**config.mk**
```make
export PLATFORM = sky130hd
export DESIGN_NAME = param_seq_alu_flat
export DESIGN_NICKNAME = d
export VERILOG_FILES = /design/src/rtl/param_seq_alu_pkg.sv /design/src/rtl/param_seq_alu_if.sv /design/src/rtl/param_seq_alu_div.sv /design/src/rtl/param_seq_alu.sv /design/src/flat_wrapper.sv
export SDC_FILE = /design/constraint.sdc
export NUM_CORES = 1
export LEC_CHECK = 0
export BUFFER_PORTS_ARGS = -buffer_cell sky130_fd_sc_hd__buf_2
export CORE_MARGIN = 3
export CORE_UTILIZATION = 33
export CTS_CLUSTER_SIZE = 20
export DETAILED_ROUTE_END_ITERATION = 16
export PLACE_DENSITY = 0.56
export SYNTH_ARGS = -nofsm -noshare
export SYNTH_HDL_FRONTEND = slang
export SYNTH_SLANG_ARGS = --single-unit
export TNS_END_PERCENT = 1
```
**constraint.sdc**
```tcl
create_clock -name clk -period 3.4 [get_ports clk]
set_input_delay 0 -clock clk [delete_from_list [all_inputs] [get_ports clk]]
set_output_delay 0 -clock clk [all_outputs]
set_load 0.05 [all_outputs]
```
**src/rtl/param_seq_alu_pkg.sv**
```systemverilog
// Shared encodings for the multi-cycle ALU: operation codes and FSM states.
// No ports. Used by param_seq_alu (top) and the testbench.
package alu_pkg;

  localparam logic [1:0] OP_ADD = 2'b00;
  localparam logic [1:0] OP_SUB = 2'b01;
  localparam logic [1:0] OP_MUL = 2'b10;
  localparam logic [1:0] OP_DIV = 2'b11;

  // S_ALU is the single execute cycle used by ADD/SUB (and DIV when the divider is absent).
  typedef enum logic [2:0] {
    S_IDLE = 3'd0,
    S_ALU  = 3'd1,
    S_MUL  = 3'd2,
    S_DIV  = 3'd3,
    S_DONE = 3'd4
  } state_e;

endpackage

```
**src/rtl/param_seq_alu_if.sv**
```systemverilog
// Request/result handshake bundle for param_seq_alu.
//  master: requester side (drives in_valid/op/a/b/out_ready)
//  slave : ALU side (drives in_ready/out_valid/res_lo/res_hi/flag_c/flag_z/err)
interface param_seq_alu_if #(
  parameter int unsigned WIDTH = 8
);

  logic             in_valid;
  logic             in_ready;
  logic [1:0]       op;
  logic [WIDTH-1:0] a;
  logic [WIDTH-1:0] b;
  logic             out_valid;
  logic             out_ready;
  logic [WIDTH-1:0] res_lo;
  logic [WIDTH-1:0] res_hi;
  logic             flag_c;
  logic             flag_z;
  logic             err;

  modport master (
    output in_valid, op, a, b, out_ready,
    input  in_ready, out_valid, res_lo, res_hi, flag_c, flag_z, err
  );

  modport slave (
    input  in_valid, op, a, b, out_ready,
    output in_ready, out_valid, res_lo, res_hi, flag_c, flag_z, err
  );

endinterface

```
**src/rtl/param_seq_alu_div.sv**
```systemverilog
// seq_div_core: unsigned restoring divider, one quotient bit per cycle, WIDTH cycles.
// Ports: clk, rst (async active-low), start (load operands, ignored while busy),
//        dividend, divisor, busy (iterating), done (1-cycle pulse, result valid),
//        quot, rem. Divisor 0 naturally yields quot = all ones, rem = dividend.
module seq_div_core #(
  parameter int unsigned WIDTH = 8
) (
  input  logic             clk,
  input  logic             rst,
  input  logic             start,
  input  logic [WIDTH-1:0] dividend,
  input  logic [WIDTH-1:0] divisor,
  output logic             busy,
  output logic             done,
  output logic [WIDTH-1:0] quot,
  output logic [WIDTH-1:0] rem
);

  localparam int unsigned CW = $clog2(WIDTH);

  logic [WIDTH-1:0] dvsr;
  logic [CW-1:0]    cnt;
  logic [WIDTH:0]   trial;
  logic             fits;

  // Partial remainder with the next dividend bit shifted in, compared against the divisor.
  always_comb begin
    trial = {rem, quot[WIDTH-1]};
    fits  = (trial >= {1'b0, dvsr});
  end

  // Iteration registers; quot doubles as the dividend shift register.
  always_ff @(posedge clk or negedge rst) begin
    if (!rst) begin
      dvsr <= '0;
      cnt  <= '0;
      quot <= '0;
      rem  <= '0;
      busy <= 1'b0;
      done <= 1'b0;
    end else if (start && !busy) begin
      dvsr <= divisor;
      cnt  <= '0;
      quot <= dividend;
      rem  <= '0;
      busy <= 1'b1;
      done <= 1'b0;
    end else begin
      done <= 1'b0;
      if (busy) begin
        rem  <= fits ? WIDTH'(trial - {1'b0, dvsr}) : trial[WIDTH-1:0];
        quot <= {quot[WIDTH-2:0], fits};
        cnt  <= cnt + CW'(1);
        if (cnt == CW'(WIDTH - 1)) begin
          busy <= 1'b0;
          done <= 1'b1;
        end
      end
    end
  end

endmodule

```
**src/rtl/param_seq_alu.sv**
```systemverilog
// param_seq_alu: multi-cycle ALU (ADD, SUB, signed radix-4 Booth MUL, unsigned DIV),
// one operation in flight, valid/ready handshake on request and result sides.
// Ports: clk, rst (async active-low), bus (param_seq_alu_if.slave: in_valid/in_ready/op/a/b,
//        out_valid/out_ready/res_lo/res_hi/flag_c/flag_z/err).
// Build option: define ALU_DIV_EN to include the divider (seq_div_core); without it,
//        DIV completes in one cycle with zero result and err=1.
module param_seq_alu
  import alu_pkg::*;
#(
  parameter int unsigned WIDTH = 8
) (
  input  logic              clk,
  input  logic              rst,
  param_seq_alu_if.slave    bus
);

  localparam int unsigned HW = WIDTH + 2;        // Booth accumulator holds +/-2*multiplicand
  localparam int unsigned PW = 2 * WIDTH + 3;    // {accumulator, multiplier, q(-1)}
  localparam int unsigned CW = $clog2(WIDTH) + 1;

  state_e state, state_nx;

  logic [1:0]       op_q;
  logic [WIDTH-1:0] a_q, b_q;

  logic [HW-1:0]    mul_hi;
  logic [WIDTH-1:0] mul_lo;
  logic             mul_qm1;
  logic [CW-1:0]    mul_cnt;

  logic             in_ready_q, out_valid_q;
  logic [WIDTH-1:0] res_lo_q, res_hi_q;
  logic             flag_c_q, flag_z_q, err_q;

  logic             accept, load, step;
  logic [WIDTH-1:0] res_lo_nx, res_hi_nx;
  logic             flag_c_nx, err_nx;

  logic [HW-1:0]    m_ext, addend, booth_sum;
  logic [PW-1:0]    booth_shr;
  logic [WIDTH:0]   add_res;
  logic [WIDTH-1:0] sub_res;

  assign accept = bus.in_valid && in_ready_q;

  // One radix-4 Booth digit: add 0/+-M/+-2M to the accumulator, then shift the pair right by 2.
  always_comb begin
    m_ext  = {{2{a_q[WIDTH-1]}}, a_q};
    addend = '0;
    case ({mul_lo[1:0], mul_qm1})
      3'b001, 3'b010: addend = m_ext;
      3'b011:         addend = {m_ext[HW-2:0], 1'b0};
      3'b100:         addend = HW'(0) - {m_ext[HW-2:0], 1'b0};
      3'b101, 3'b110: addend = HW'(0) - m_ext;
      default:        addend = '0;
    endcase
    booth_sum = mul_hi + addend;
    booth_shr = {{2{booth_sum[HW-1]}}, booth_sum, mul_lo[WIDTH-1:1]};
  end

  // Single-cycle add/subtract on the registered operands.
  always_comb begin
    add_res = {1'b0, a_q} + {1'b0, b_q};
    sub_res = a_q - b_q;
  end

`ifdef ALU_DIV_EN
  logic             div_start, div_busy, div_done;
  logic [WIDTH-1:0] div_quot, div_rem;

  assign div_start = accept && (bus.op == OP_DIV);

  seq_div_core #(.WIDTH(WIDTH)) u_div (
    .clk      (clk),
    .rst      (rst),
    .start    (div_start),
    .dividend (bus.a),
    .divisor  (bus.b),
    .busy     (div_busy),
    .done     (div_done),
    .quot     (div_quot),
    .rem      (div_rem)
  );
`endif

  // State register.
  always_ff @(posedge clk or negedge rst) begin
    if (!rst) state <= S_IDLE;
    else      state <= state_nx;
  end

  // Next state and result selection; results are only loaded on entry to S_DONE.
  always_comb begin
    state_nx  = state;
    load      = 1'b0;
    step      = 1'b0;
    res_lo_nx = res_lo_q;
    res_hi_nx = res_hi_q;
    flag_c_nx = flag_c_q;
    err_nx    = err_q;
    case (state)
      S_IDLE: begin
        if (accept) begin
          case (bus.op)
            OP_MUL:  state_nx = S_MUL;
`ifdef ALU_DIV_EN
            OP_DIV:  state_nx = S_DIV;
`endif
            default: state_nx = S_ALU;
          endcase
        end
      end
      S_ALU: begin
        state_nx  = S_DONE;
        load      = 1'b1;
        res_hi_nx = '0;
        flag_c_nx = 1'b0;
        err_nx    = 1'b0;
        case (op_q)
          OP_ADD:  {flag_c_nx, res_lo_nx} = add_res;
          OP_SUB: begin
            res_lo_nx = sub_res;
            flag_c_nx = (a_q < b_q);
          end
          default: begin
            // Only DIV without the divider reaches here.
            res_lo_nx = '0;
            err_nx    = 1'b1;
          end
        endcase
      end
      S_MUL: begin
        if (mul_cnt == CW'(WIDTH / 2)) begin
          state_nx               = S_DONE;
          load                   = 1'b1;
          {res_hi_nx, res_lo_nx} = {mul_hi[WIDTH-1:0], mul_lo};
          flag_c_nx              = 1'b0;
          err_nx                 = 1'b0;
        end else begin
          step = 1'b1;
        end
      end
      S_DIV: begin
`ifdef ALU_DIV_EN
        if (div_done) begin
          state_nx  = S_DONE;
          load      = 1'b1;
          res_lo_nx = div_quot;
          res_hi_nx = div_rem;
          flag_c_nx = 1'b0;
          err_nx    = (b_q == '0);
        end else if (!div_busy) begin
          // Core idle without a result: abandon rather than hang.
          state_nx = S_IDLE;
        end
`else
        state_nx = S_IDLE;
`endif
      end
      S_DONE: begin
        if (bus.out_ready) state_nx = S_IDLE;
      end
      default: state_nx = S_IDLE;
    endcase
  end

  // Operand capture, Booth iteration and registered outputs.
  always_ff @(posedge clk or negedge rst) begin
    if (!rst) begin
      op_q        <= '0;
      a_q         <= '0;
      b_q         <= '0;
      mul_hi      <= '0;
      mul_lo      <= '0;
      mul_qm1     <= 1'b0;
      mul_cnt     <= '0;
      in_ready_q  <= 1'b1;
      out_valid_q <= 1'b0;
      res_lo_q    <= '0;
      res_hi_q    <= '0;
      flag_c_q    <= 1'b0;
      flag_z_q    <= 1'b0;
      err_q       <= 1'b0;
    end else begin
      if (accept) begin
        op_q    <= bus.op;
        a_q     <= bus.a;
        b_q     <= bus.b;
        mul_hi  <= '0;
        mul_lo  <= bus.b;
        mul_qm1 <= 1'b0;
        mul_cnt <= '0;
      end else if (step) begin
        mul_hi  <= booth_shr[PW-1:WIDTH+1];
        mul_lo  <= booth_shr[WIDTH:1];
        mul_qm1 <= booth_shr[0];
        mul_cnt <= mul_cnt + CW'(1);
      end
      in_ready_q  <= (state_nx == S_IDLE);
      out_valid_q <= (state_nx == S_DONE);
      if (load) begin
        res_lo_q <= res_lo_nx;
        res_hi_q <= res_hi_nx;
        flag_c_q <= flag_c_nx;
        flag_z_q <= ({res_hi_nx, res_lo_nx} == '0);
        err_q    <= err_nx;
      end
    end
  end

  assign bus.in_ready  = in_ready_q;
  assign bus.out_valid = out_valid_q;
  assign bus.res_lo    = res_lo_q;
  assign bus.res_hi    = res_hi_q;
  assign bus.flag_c    = flag_c_q;
  assign bus.flag_z    = flag_z_q;
  assign bus.err       = err_q;

endmodule

```
**src/flat_wrapper.sv**
```systemverilog
// flat-port wrapper written by rule: the top's interface ports become plain ports
module param_seq_alu_flat import alu_pkg::*;
#(
  parameter int unsigned WIDTH = 8
)
  (clk, rst, bus_in_valid, bus_op, bus_a, bus_b, bus_out_ready, bus_in_ready, bus_out_valid, bus_res_lo, bus_res_hi, bus_flag_c, bus_flag_z, bus_err);
  param_seq_alu_if #(.WIDTH(WIDTH)) bus_i ();
  input  logic clk;
  input  logic rst;
  input wire logic [$bits(bus_i.in_valid)-1:0] bus_in_valid;
  input wire logic [$bits(bus_i.op)-1:0] bus_op;
  input wire logic [$bits(bus_i.a)-1:0] bus_a;
  input wire logic [$bits(bus_i.b)-1:0] bus_b;
  input wire logic [$bits(bus_i.out_ready)-1:0] bus_out_ready;
  output wire logic [$bits(bus_i.in_ready)-1:0] bus_in_ready;
  output wire logic [$bits(bus_i.out_valid)-1:0] bus_out_valid;
  output wire logic [$bits(bus_i.res_lo)-1:0] bus_res_lo;
  output wire logic [$bits(bus_i.res_hi)-1:0] bus_res_hi;
  output wire logic [$bits(bus_i.flag_c)-1:0] bus_flag_c;
  output wire logic [$bits(bus_i.flag_z)-1:0] bus_flag_z;
  output wire logic [$bits(bus_i.err)-1:0] bus_err;
  assign bus_i.in_valid = bus_in_valid;
  assign bus_i.op = bus_op;
  assign bus_i.a = bus_a;
  assign bus_i.b = bus_b;
  assign bus_i.out_ready = bus_out_ready;
  assign bus_in_ready = bus_i.in_ready;
  assign bus_out_valid = bus_i.out_valid;
  assign bus_res_lo = bus_i.res_lo;
  assign bus_res_hi = bus_i.res_hi;
  assign bus_flag_c = bus_i.flag_c;
  assign bus_flag_z = bus_i.flag_z;
  assign bus_err = bus_i.err;
  param_seq_alu #(.WIDTH(WIDTH)) u_core (.clk(clk), .rst(rst), .bus(bus_i));
endmodule
```
==> results.md, run 1 <==
* Syn Nets at 545
* FFs w/ async S/R, synth at 100.0%
* CP required at 3.66 ns
* Register area at 1579 sq um
* Core ar. at 12210 sq um
* Drt pass-1 iters at 4
* Reg clk slew, reported paths at 0.06 ns
* Max Clk Rate at 0.2904 GHz
* Post-CTS setup buffers at 0
* Post-Syn Instances at 491
* Mapped cell area at 4184 sq um
* Pwr Total at 0.005449 W
* Iteration-0 DRC Markers at 183
* R2R Setup Slk at -0.04 ns
* Placed instance area at 4716 sq um
* Via density per instance at 5.121
* Initial antenna violation count at 0
* Leak Pwr at 2.520 nW
* CTS tree: done
* Worst skew pair latency at 0.33 ns
* Detailed placement HPWL at 8494 um
* DRC at 0
* Main flop type after synthesis: dfrtp_1
* Antenna Cells at 0
* Warnings from Yosys at 0
* Relative slew slack at 34.29%
* Synth area leaders: dfrtp_1 37%, ha_1 8.7%, nand2_1 7.7%, a21oi_1 4.5%, xnor2_1 3.1%
* Tot GR Track Use at 16.84%
* Hold Path Class: in2reg
* Placed insts at 702
* Die X at 118.6 um
* Layout Cells excl Fill at 737
* Sequential fraction of the synthesis area at 37.71%
* Final worst slack at -0.04377 ns
* Worst slack, placed at -0.1021 ns
* First-pass GRT wire length at 19170 um
* Slew Viols, Final at 0
* WP data arrival at 3.70 ns
* Root Buffer: clkbuf_16
* Clk_skew at 0.008049 ns
* Rows at 40
* Worst Tran Pin Value at 0.9856 ns
* Final setup fails at 1
* Final RePlAce weighted congestion at 0.8592
* Die area at 14070 sq um
* Netlist cell types at 55
* Final min period at 3.444 ns
* Outcome: finished with violations
* Pwr Density at 1039 nW/um^2
* Fillers at 1224
* Detailed Route WL at 11530 um
* I/O Buffers at 42
* H-Tree Depth at 3
* Mapped Avg Cell Area at 8.521 sq um
* Largest net degree at the start of global routing at 42
* CP endpoint kind: flop
* Routed Antenna Nets at 0
* Failing checks: setup timing
* Period utilisation layout at 101.3%
* Critical path type: reg2reg
* Max Cap Violations at 0
* Clk sinks at 63
* RSZ-0062 raised after global routing: true
* CTS Buf Count at 9
* Synth area leader: dfrtp_1
* DR WL/cell at 15.64 um
* Post-route cell area at 5243 sq um
* Total gr overflow at 0
* Critical Path Fanout Max at 3
* Layout cells sized above 1 at 18.28%
* Peak VDD IR at 0.0003605 V
* Area Growth Syn to Fin at 25.30%
* Vias in the first global route at 3743
* Die Y at 118.6 um
* Starting density of the core at 34.26%
* Total Nets Final at 618
* FF+latch count, synth at 63
* Routed vias at 3774
* Hold Vio Cnt, Final at 0
* Post-synth EDFFs at 0
* Max clock buf depth at 2
* IO Pins at 43
* Multi-input logic area at 2451 sq um
* Synth top area share at 37.08%
* CP Launch Type: flop
layout make-up:
class	instances	share of cell area [%]
Clock buffer	10	4.558
Clock inverter	6	1.337
Inverter	22	1.575
Multi-Input combinational cell	379	46.75
Tap cell	168	4.010
Sequential cell	63	30.12
Timing Repair Buffer	89	11.65
cell usage after synthesis, types with 4 or more instances:
master / count
o21ai_0: 23
nor2_1: 30
ha_1: 29
a31oi_1: 4
mux2i_1: 13
nand3_1: 15
a21o_1: 4
o22ai_1: 5
xor2_1: 9
nor2b_1: 8
clkbuf_1: 24
and3_1: 6
a221oi_1: 4
a211oi_1: 4
inv_1: 21
dfrtp_1: 62
a21oi_1: 38
nand2b_1: 4
nor3_1: 10
or3_1: 7
xnor2_1: 15
o21ai_1: 17
nand2_1: 86
kinds of logic (layout without fill, tap and decap cells):
group | count (synthesis) | count (layout) | share of synthesized area, %
simple gates | 183 | 183 | 20.39
compound gates | 125 | 125 | 18.39
flops | 63 | 63 | 37.71
buf+inv | 49 | 127 | 4.456
fa+ha+maj | 32 | 32 | 10.11
xor+xnor | 24 | 24 | 5.024
mux | 15 | 15 | 3.917
worst paths after layout:
path / startpoint / to / cells after the start
max: u_core.a_q[1]$_DFFE_PN0P_ / u_core.mul_hi[8]$_DFFE_PN0P_ / 15
min: bus_out_ready / u_core.state[2]$_DFF_PN0_ / 4
max reg2reg: u_core.a_q[1]$_DFFE_PN0P_ / u_core.mul_hi[8]$_DFFE_PN0P_ / 15
min reg2reg: u_core.bus.res_lo[1]$_DFFE_PN0P_ / u_core.bus.res_lo[1]$_DFFE_PN0P_ / 2
max in group asynchronous: rst / u_core.bus.in_ready$_DFF_PN1_ / 3
min in group asynchronous: rst / u_core.b_q[3]$_DFFE_PN0P_ / 2
placed cells by master, fill, tap and decap left out, types with 4 or more instances in the layout:
cell	count
nor2b_1	8
o21ai_1	17
a21oi_1	38
ha_1	29
o22ai_1	5
a21o_1	4
mux2i_1	13
o21ai_0	23
nand2_1	85
dlygate4sd3_1	19
and3_1	6
a211oi_1	4
nand2b_1	4
inv_1	19
a31oi_1	4
nand3_1	15
buf_2	42
buf_4	28
xnor2_1	14
clkinv_4	4
nor2_1	30
nor3_1	9
xor2_1	9
clkbuf_16	9
dfrtp_1	61
or3_1	7
metrics by stage:
step                      utilization (%)  setup TNS (ns)  hold WS, ns
final                               42.93        -0.04377      0.07819
after global routing                42.93         -0.2955       0.1077
after CTS                           42.84        -0.09163      0.07611
after detailed placement            38.62         -0.1021       0.2054
after global placement              38.62        -0.03177       0.1957
after floorplan                         -        -0.04582      -0.2956
worst max-delay path: stages, from the launching register on:
cell and delay [ns]:
dfrtp_2 0.40, inv_2 0.06, ha_1 0.15, or3b_4 0.40, nand2_2 0.09, xnor2_2 0.08
a221oi_2 0.24, a31oi_1 0.07, ha_1 0.32, and3_1 0.15, a221o_1 0.35, o41a_1 0.35
a31oi_1 0.18, xnor2_1 0.09, or3_1 0.31, a21oi_1 0.15
power by group:
group	total (W)	switching [W]	internal, W	leakage (nW)
Sequential	0.00134	0.000328	0.00101	0.814
Combinational	0.00316	0.00182	0.00133	1.55
Clock	0.000949	0.000358	0.000591	0.153
Total	0.00545	0.00251	0.00294	2.52
state kept, by name (all words and copies together) (netlist names), 2 cells and up:
signal / cells
u_core.bus.res_hi: 8
u_core.mul_hi: 8
u_core.bus.res_lo: 8
u_core.b_q: 8
u_core.mul_lo: 8
u_core.op_q: 2
u_core.mul_cnt: 4
u_core.a_q: 8
u_core.state: 3
timing repair:
item / in CTS / in global routing
pin swaps: 0 / 1
resized for setup: 3 / 2
endpoints found under the hold margin: 66 / 0
hold buffers: 19 / 0
setup endpoints to repair: 1 / 3
layer usage:
layer / vias up / part of all wire, % / global-route usage (%)
li1: 1866 / - / -
met1: 1823 / 48 / 22.17
met2: 71 / 47 / 28.06
met3: 14 / 2.9 / 2.632
met4: 0 / 1.7 / 5.938
met5: - / 0 / 0
No activity file was read; power rests on OpenSTA's default activity.
==> run 2, diff against run 1 <==
- PLACE_DENSITY: 0.56 -> default
==> results.md, run 2 (same netlist as run 1, synthesis figures left out) <==
* Outcome: finished with violations
* Failing checks: setup timing
* Largest net degree at the start of global routing at 51 (+21%)
* Tot GR Track Use at 17.07% (+0.23 points)
* Final min period at 3.536 ns (+0.09273 ns)
* Slew Viols, Final at 0 (unchanged)
* Routed Antenna Nets at 0 (unchanged)
* Period utilisation layout at 104.0% (+2.7 points)
* Max clock buf depth at 2 (unchanged)
* CP required at 3.66 ns (about the same)
* Vias in the first global route at 3859 (+3.1%)
* Worst skew pair latency at 0.33 ns (about the same)
* Routed vias at 3771 (-0.079%)
* Starting density of the core at 34.26% (unchanged)
* Post-route cell area at 5236 sq um (-0.12%)
* Commonest non-fill, non-tap cell in the layout: nand2_1
* Layout Cells excl Fill at 736 (-0.14%)
* Final Util at 42.88% (-0.051 points)
* Detailed Route WL at 11460 um (-0.56%)
* Via density per instance at 5.124 (about the same)
* Die area at 14070 sq um (unchanged)
* Clock power share at 18.5% (+1.1 points)
* Die X at 118.6 um (unchanged)
* I/O Buffers at 42 (unchanged)
* CTS tree: done
* Placed insts at 701 (-0.14%)
* Int Power at 0.003005 W (+2.3%)
* CTS Buf Count at 9 (unchanged)
* Worst Tran Pin Value at 0.7773 ns (-0.2084 ns)
* IO Pins at 43 (unchanged)
* Total Nets Final at 617 (-0.16%)
* Placed instance area at 4707 sq um (-0.19%)
* Sequential share of power at 24.5% (about the same)
* Iteration-0 DRC Markers at 282 (+54%)
* Final worst slack at -0.1365 ns (-0.09273 ns)
* Max Cap Violations at 0 (unchanged)
* Core ar. at 12210 sq um (unchanged)
* CP Launch Type: flop
* Detailed placement HPWL at 8546 um (+0.60%)
* DR WL/cell at 15.58 um (-0.42%)
* Clk sinks at 63 (unchanged)
* Layout cells sized above 1 at 17.25% (-1.0 points)
* Fillers at 1266 (+3.4%)
* Final setup fails at 1 (unchanged)
* Relative slew slack at 48.18% (+14 points)
* Switching Share at 45.15% (-0.93 points)
* Hold Path Class: in2reg
* WHS at 0.06690 ns (-0.01129 ns)
* Root Buffer: clkbuf_16
* Leak Pwr at 2.506 nW (-0.56%)
* Max Clk Rate at 0.2828 GHz (-2.6%)
* Worst slack, placed at -0.1574 ns (-0.05522 ns)
* Sw power at 0.002474 W (-1.5%)
* Rows at 40 (unchanged)
* Most frequent cells in the layout: 86 x nand2_1, 61 x dfrtp_1, 42 x buf_2
* Drt pass-1 iters at 4 (unchanged)
* Critical path type: reg2reg
* H-Tree Depth at 3 (unchanged)
* Reg clk slew, reported paths at 0.06 ns (about the same)
* Antenna Cells at 0 (unchanged)
* Initial antenna violation count at 0 (unchanged)
* DRC at 0 (unchanged)
* Critical Path Fanout Max at 4 (+1)
* Clk_skew at 0.008495 ns (+0.0004458 ns)
* Post-CTS setup buffers at 0 (unchanged)
* WP data arrival at 3.80 ns (+0.10 ns)
* Pwr Density at 1046 nW/um^2 (+0.68%)
* RSZ-0062 raised after global routing: true
* Hold Vio Cnt, Final at 0 (unchanged)
* CP endpoint kind: flop
* First-pass GRT wire length at 19400 um (+1.2%)
* Die Y at 118.6 um (unchanged)
* Area Growth Syn to Fin at 25.15%
* Peak VDD IR at 0.0003412 V (-5.4%)
* Gate power share at 57.0% (-1.0 points)
* Total gr overflow at 0 (unchanged)
* Final RePlAce weighted congestion at 0.8847 (+3.0%)
-- run 2: critical path, stage by stage (launching register included) --
cell	delay, ns
dfrtp_2	0.41
inv_2	0.06
ha_1	0.16
or3b_4	0.40
nand2_1	0.09
xnor2_1	0.09
a221oi_2	0.25
a31oi_1	0.07
ha_1	0.34
and3_1	0.15
a221o_1	0.35
o41a_1	0.35
a31oi_1	0.17
xnor2_1	0.10
or3_1	0.31
a21oi_1	0.14
-- run 2: layout make-up --
class	count	area [sq um]	area share [%]
Inverter	22	82.58	1.577
Clock buffer	11	252.7	4.827
Multi-Input combinational cell	379	2429	46.38
Tap cell	168	210.2	4.014
Timing Repair Buffer	88	603.1	11.52
Sequential cell	63	1579	30.16
Clock inverter	5	80.08	1.529
-- run 2: layer usage --
metal  wire length, um  global-route usage, %  up-vias
met5                 0                      0        -
met4               274                  7.965        0
met3               420                  2.727       18
met2              5401                  27.14       69
met1              5368                  22.73     1808
li1                  -                      -     1876
-- run 2: final timing paths --
path	start	to	slack, ns	depth (start not counted)
setup / recovery	u_core.a_q[1]$_DFFE_PN0P_	u_core.mul_hi[8]$_DFFE_PN0P_	-0.14	15
hold / removal	bus_out_ready	u_core.bus.out_valid$_DFF_PN0_	0.07	4
setup reg to reg	u_core.a_q[1]$_DFFE_PN0P_	u_core.mul_hi[8]$_DFFE_PN0P_	-0.14	15
hold reg to reg	u_core.bus.res_lo[1]$_DFFE_PN0P_	u_core.bus.res_lo[1]$_DFFE_PN0P_	0.47	2
max in group asynchronous	rst	u_core.bus.res_hi[0]$_DFFE_PN0P_	2.32	3
min in group asynchronous	rst	u_core.mul_qm1$_DFFE_PN0P_	0.13	2
-- run 2: per-stage QoR --
stage	TNS (ns)	power, W
4_1_cts	-0.1669	0.005492
3_5_place_dp	-0.1574	0.004441
5_1_grt	-0.6672	0.005962
6_report	-0.1365	0.005479
2_1_floorplan	-0.04582	0.003524
3_3_place_gp	-0.06511	0.004391
-- run 2: repair_timing --
item | CTS | global route
resized for setup | 0 | 1
pin swaps | 1 | 0
hold buffers | 19 | 0
endpoints found under the hold margin | 41 | 0
setup endpoints to repair | 1 | 3
-- run 2: power by group through the flow --
stage | combinational (W) | clock, W | sequential [W]
2_1_floorplan | 0.00210 | 0 | 0.00142
3_3_place_gp | 0.00306 | 0 | 0.00133
3_5_place_dp | 0.00309 | 0 | 0.00135
4_1_cts | 0.00312 | 0.00103 | 0.00134
5_1_grt | 0.00351 | 0.00107 | 0.00139
6_report | 0.00312 | 0.00101 | 0.00134
==> run 3, diff against run 2 <==
==> constraint.sdc (replaced) <==
create_clock -name clk -period 3.4 [get_ports clk]
set_input_delay 0.17 -clock clk [delete_from_list [all_inputs] [get_ports clk]]
set_output_delay 0.17 -clock clk [all_outputs]
set_load 0.05 [all_outputs]
==> results.md, run 3 (same netlist as run 1, synthesis figures left out) <==
* Outcome: finished with violations
* Failing checks: setup timing
* Detailed placement HPWL at 8517 um (-0.33%)
* Critical path type: reg2reg
* Relative slew slack at 49.45% (+1.3 points)
* CP endpoint kind: flop
* Core ar. at 12210 sq um (unchanged)
* Family with the most delay on the worst path: compound AO/OA/AOI/OAI gates
* Antenna Cells at 0 (unchanged)
* Routed vias at 3643 (-3.4%)
* Clk sinks at 63 (unchanged)
* First-pass GRT wire length at 18720 um (-3.5%)
* Leak Pwr at 2.407 nW (-3.9%)
* Final worst slack at -0.1112 ns (+0.02528 ns)
* Worst-path cell chain: inv_2, ha_1, or3b_4, nand2_2, xnor2_1, a221oi_2, a31oi_1, ha_1, and3_1, a221o_1, o41a_1, a31oi_1, xnor2_1, or3_1, a21oi_1
* CTS tree: done
* Initial antenna violation count at 0 (unchanged)
* I/O Buffers at 42 (unchanged)
* Die Y at 118.6 um (unchanged)
* Total Nets Final at 599 (-2.9%)
* Starting density of the core at 34.26% (unchanged)
* Reg clk slew, reported paths at 0.05 ns (about the same)
* Worst Tran Pin Value at 0.7582 ns (-0.01905 ns)
* IO Pins at 43 (unchanged)
* Drt pass-1 iters at 4 (unchanged)
* Switching Share at 46.13% (+0.98 points)
* Rows at 40 (unchanged)
* R2r worst-path depth at 15 (unchanged)
* Int Power at 0.002865 W (-4.7%)
* Largest net degree at the start of global routing at 51 (unchanged)
* Area Growth Syn to Fin at 19.77%
* Post-CTS setup buffers at 0 (unchanged)
* Hold Path Class: in2reg
* Commonest non-fill, non-tap cell in the layout: nand2_1
* Clock power share at 16.4% (-2.1 points)
* Most frequent cells in the layout: 85 x nand2_1, 61 x dfrtp_1, 42 x buf_2
* Die X at 118.6 um (unchanged)
* Root Buffer: clkbuf_16
* CTS Buf Count at 9 (unchanged)
* Iteration-0 DRC Markers at 273 (-3.2%)
* Critical Path Fanout Max at 4 (unchanged)
* DR WL/cell at 15.59 um (about the same)
* Hold Vio Cnt, Final at 0 (unchanged)
* Setup tns final at -0.1112 ns (+0.02528 ns)
* Worst skew pair latency at 0.33 ns (about the same)
* Slowest cell on crit path: or3b_4
* Total gr overflow at 0 (unchanged)
* WHS at 0.02618 ns (-0.04072 ns)
* Max clock buf depth at 2 (unchanged)
* Pwr Density at 1061 nW/um^2 (+1.4%)
* Sequential share of power at 25.3% (+0.8 points)
* RSZ-0062 raised after global routing: true
* Hold depth at 3 (-1)
* Die area at 14070 sq um (unchanged)
* Pwr Total at 0.005318 W (-2.9%)
* Period utilisation layout at 103.3% (-0.74 points)
* Routed Antenna Nets at 0 (unchanged)
* Layout Cells excl Fill at 717 (-2.6%)
* Final setup fails at 1 (unchanged)
* Slew Viols, Final at 0 (unchanged)
* Vias in the first global route at 3678 (-4.7%)
* CP peak stage delay at 0.40 ns (about the same)
* Peak VDD IR at 0.0004010 V (+18%)
* WP data arrival at 3.77 ns (-0.03 ns)
* Final RePlAce weighted congestion at 0.8998 (+1.7%)
* Layout cells sized above 1 at 17.67% (+0.41 points)
* Multi-input logic area at 2431 sq um (+0.10%)
* Clk_skew at 0.009759 ns (+0.001264 ns)
* Sw power at 0.002453 W (-0.84%)
* Detailed Route WL at 11180 um (-2.5%)
* Final min period at 3.511 ns (-0.02528 ns)
* CP required at 3.66 ns (about the same)
* Gate power share at 58.4% (+1.4 points)
* Register area at 1579 sq um (unchanged)
* H-Tree Depth at 3 (unchanged)
* Max Cap Violations at 0 (unchanged)
* Via density per instance at 5.081 (-0.83%)
* CP Launch Type: flop
* Max Clk Rate at 0.2848 GHz (+0.72%)
* Placed insts at 701 (unchanged)
* Worst path depth at 15 (unchanged)
* CP Buf/Inv Count at 1 (unchanged)
* DRC at 0 (unchanged)
* Fillers at 1253 (-1.0%)
* Tot GR Track Use at 16.61% (-0.46 points)
[run 3: area by class of cell]
class                   count  area share (%)
multi-input cells         379           48.51
repair buffers             70           8.439
clock inverters             2          0.2996
flip-flops and latches     63           31.51
well taps                 168           4.195
inverters                  22           1.648
clock buffers              13           5.393
[run 3: worst register-to-register path, stage by stage, from the launching register on]
cell      delay [ns]
dfrtp_1         0.39
inv_2           0.06
ha_1            0.16
or3b_4          0.40
nand2_2         0.08
xnor2_1         0.09
a221oi_2        0.26
a31oi_1         0.08
ha_1            0.34
and3_1          0.15
a221o_1         0.36
o41a_1          0.34
a31oi_1         0.18
xnor2_1         0.10
or3_1           0.31
a21oi_1         0.14
[run 3: worst paths after layout]
kind / from / end / slack [ns]
max in group asynchronous: rst / u_core.bus.in_ready$_DFF_PN1_ / 2.13
min: bus_a[6] / u_core.a_q[6]$_DFFE_PN0P_ / 0.03
min reg2reg: u_core.bus.res_lo[1]$_DFFE_PN0P_ / u_core.bus.res_lo[1]$_DFFE_PN0P_ / 0.47
max reg2reg: u_core.a_q[0]$_DFFE_PN0P_ / u_core.mul_hi[8]$_DFFE_PN0P_ / -0.11
min in group asynchronous: rst / u_core.mul_hi[8]$_DFFE_PN0P_ / 0.33
max: u_core.a_q[0]$_DFFE_PN0P_ / u_core.mul_hi[8]$_DFFE_PN0P_ / -0.11
[run 3: power groups by stage]
stage	Clock (W)	Combinational (W)	Sequential, W
2_1_floorplan	0	0.00210	0.00142
3_3_place_gp	0	0.00306	0.00134
3_5_place_dp	0	0.00309	0.00135
4_1_cts	0.000889	0.00311	0.00134
5_1_grt	0.000928	0.00350	0.00138
6_report	0.000870	0.00311	0.00134
[run 3: routing by layer]
layer  global-route usage [%]  up-vias  wire [um]
li1                         -     1827          -
met1                    22.59     1743       5301
met2                    26.64       60       5292
met3                    3.158       13        381
met4                    5.431        0        201
met5                        0        -          0
[run 3: timing repair]
| action | CTS | global route |
|---|---|---|
| hold endpoints to repair | 19 | 0 |
| pin swaps | 1 | 1 |
| hold buffers | 1 | 0 |
| gates resized for setup | 1 | 1 |
| endpoints found under the setup margin | 1 | 3 |
| cloned | 0 | 0 |
[run 3: through the flow]
| stage | setup WS, ns | instance area [sq um] | util (%) |
|---|---|---|---|
| 2_1_floorplan | -0.04582 | 4188 | - |
| 3_3_place_gp | -0.06675 | 4707 | 38.55 |
| 3_5_place_dp | -0.1312 | 4707 | 38.55 |
| 4_1_cts | -0.1403 | 5005 | 40.98 |
| 5_1_grt | -0.3499 | 5011 | 41.03 |
| 6_report | -0.1112 | 5011 | 41.03 |
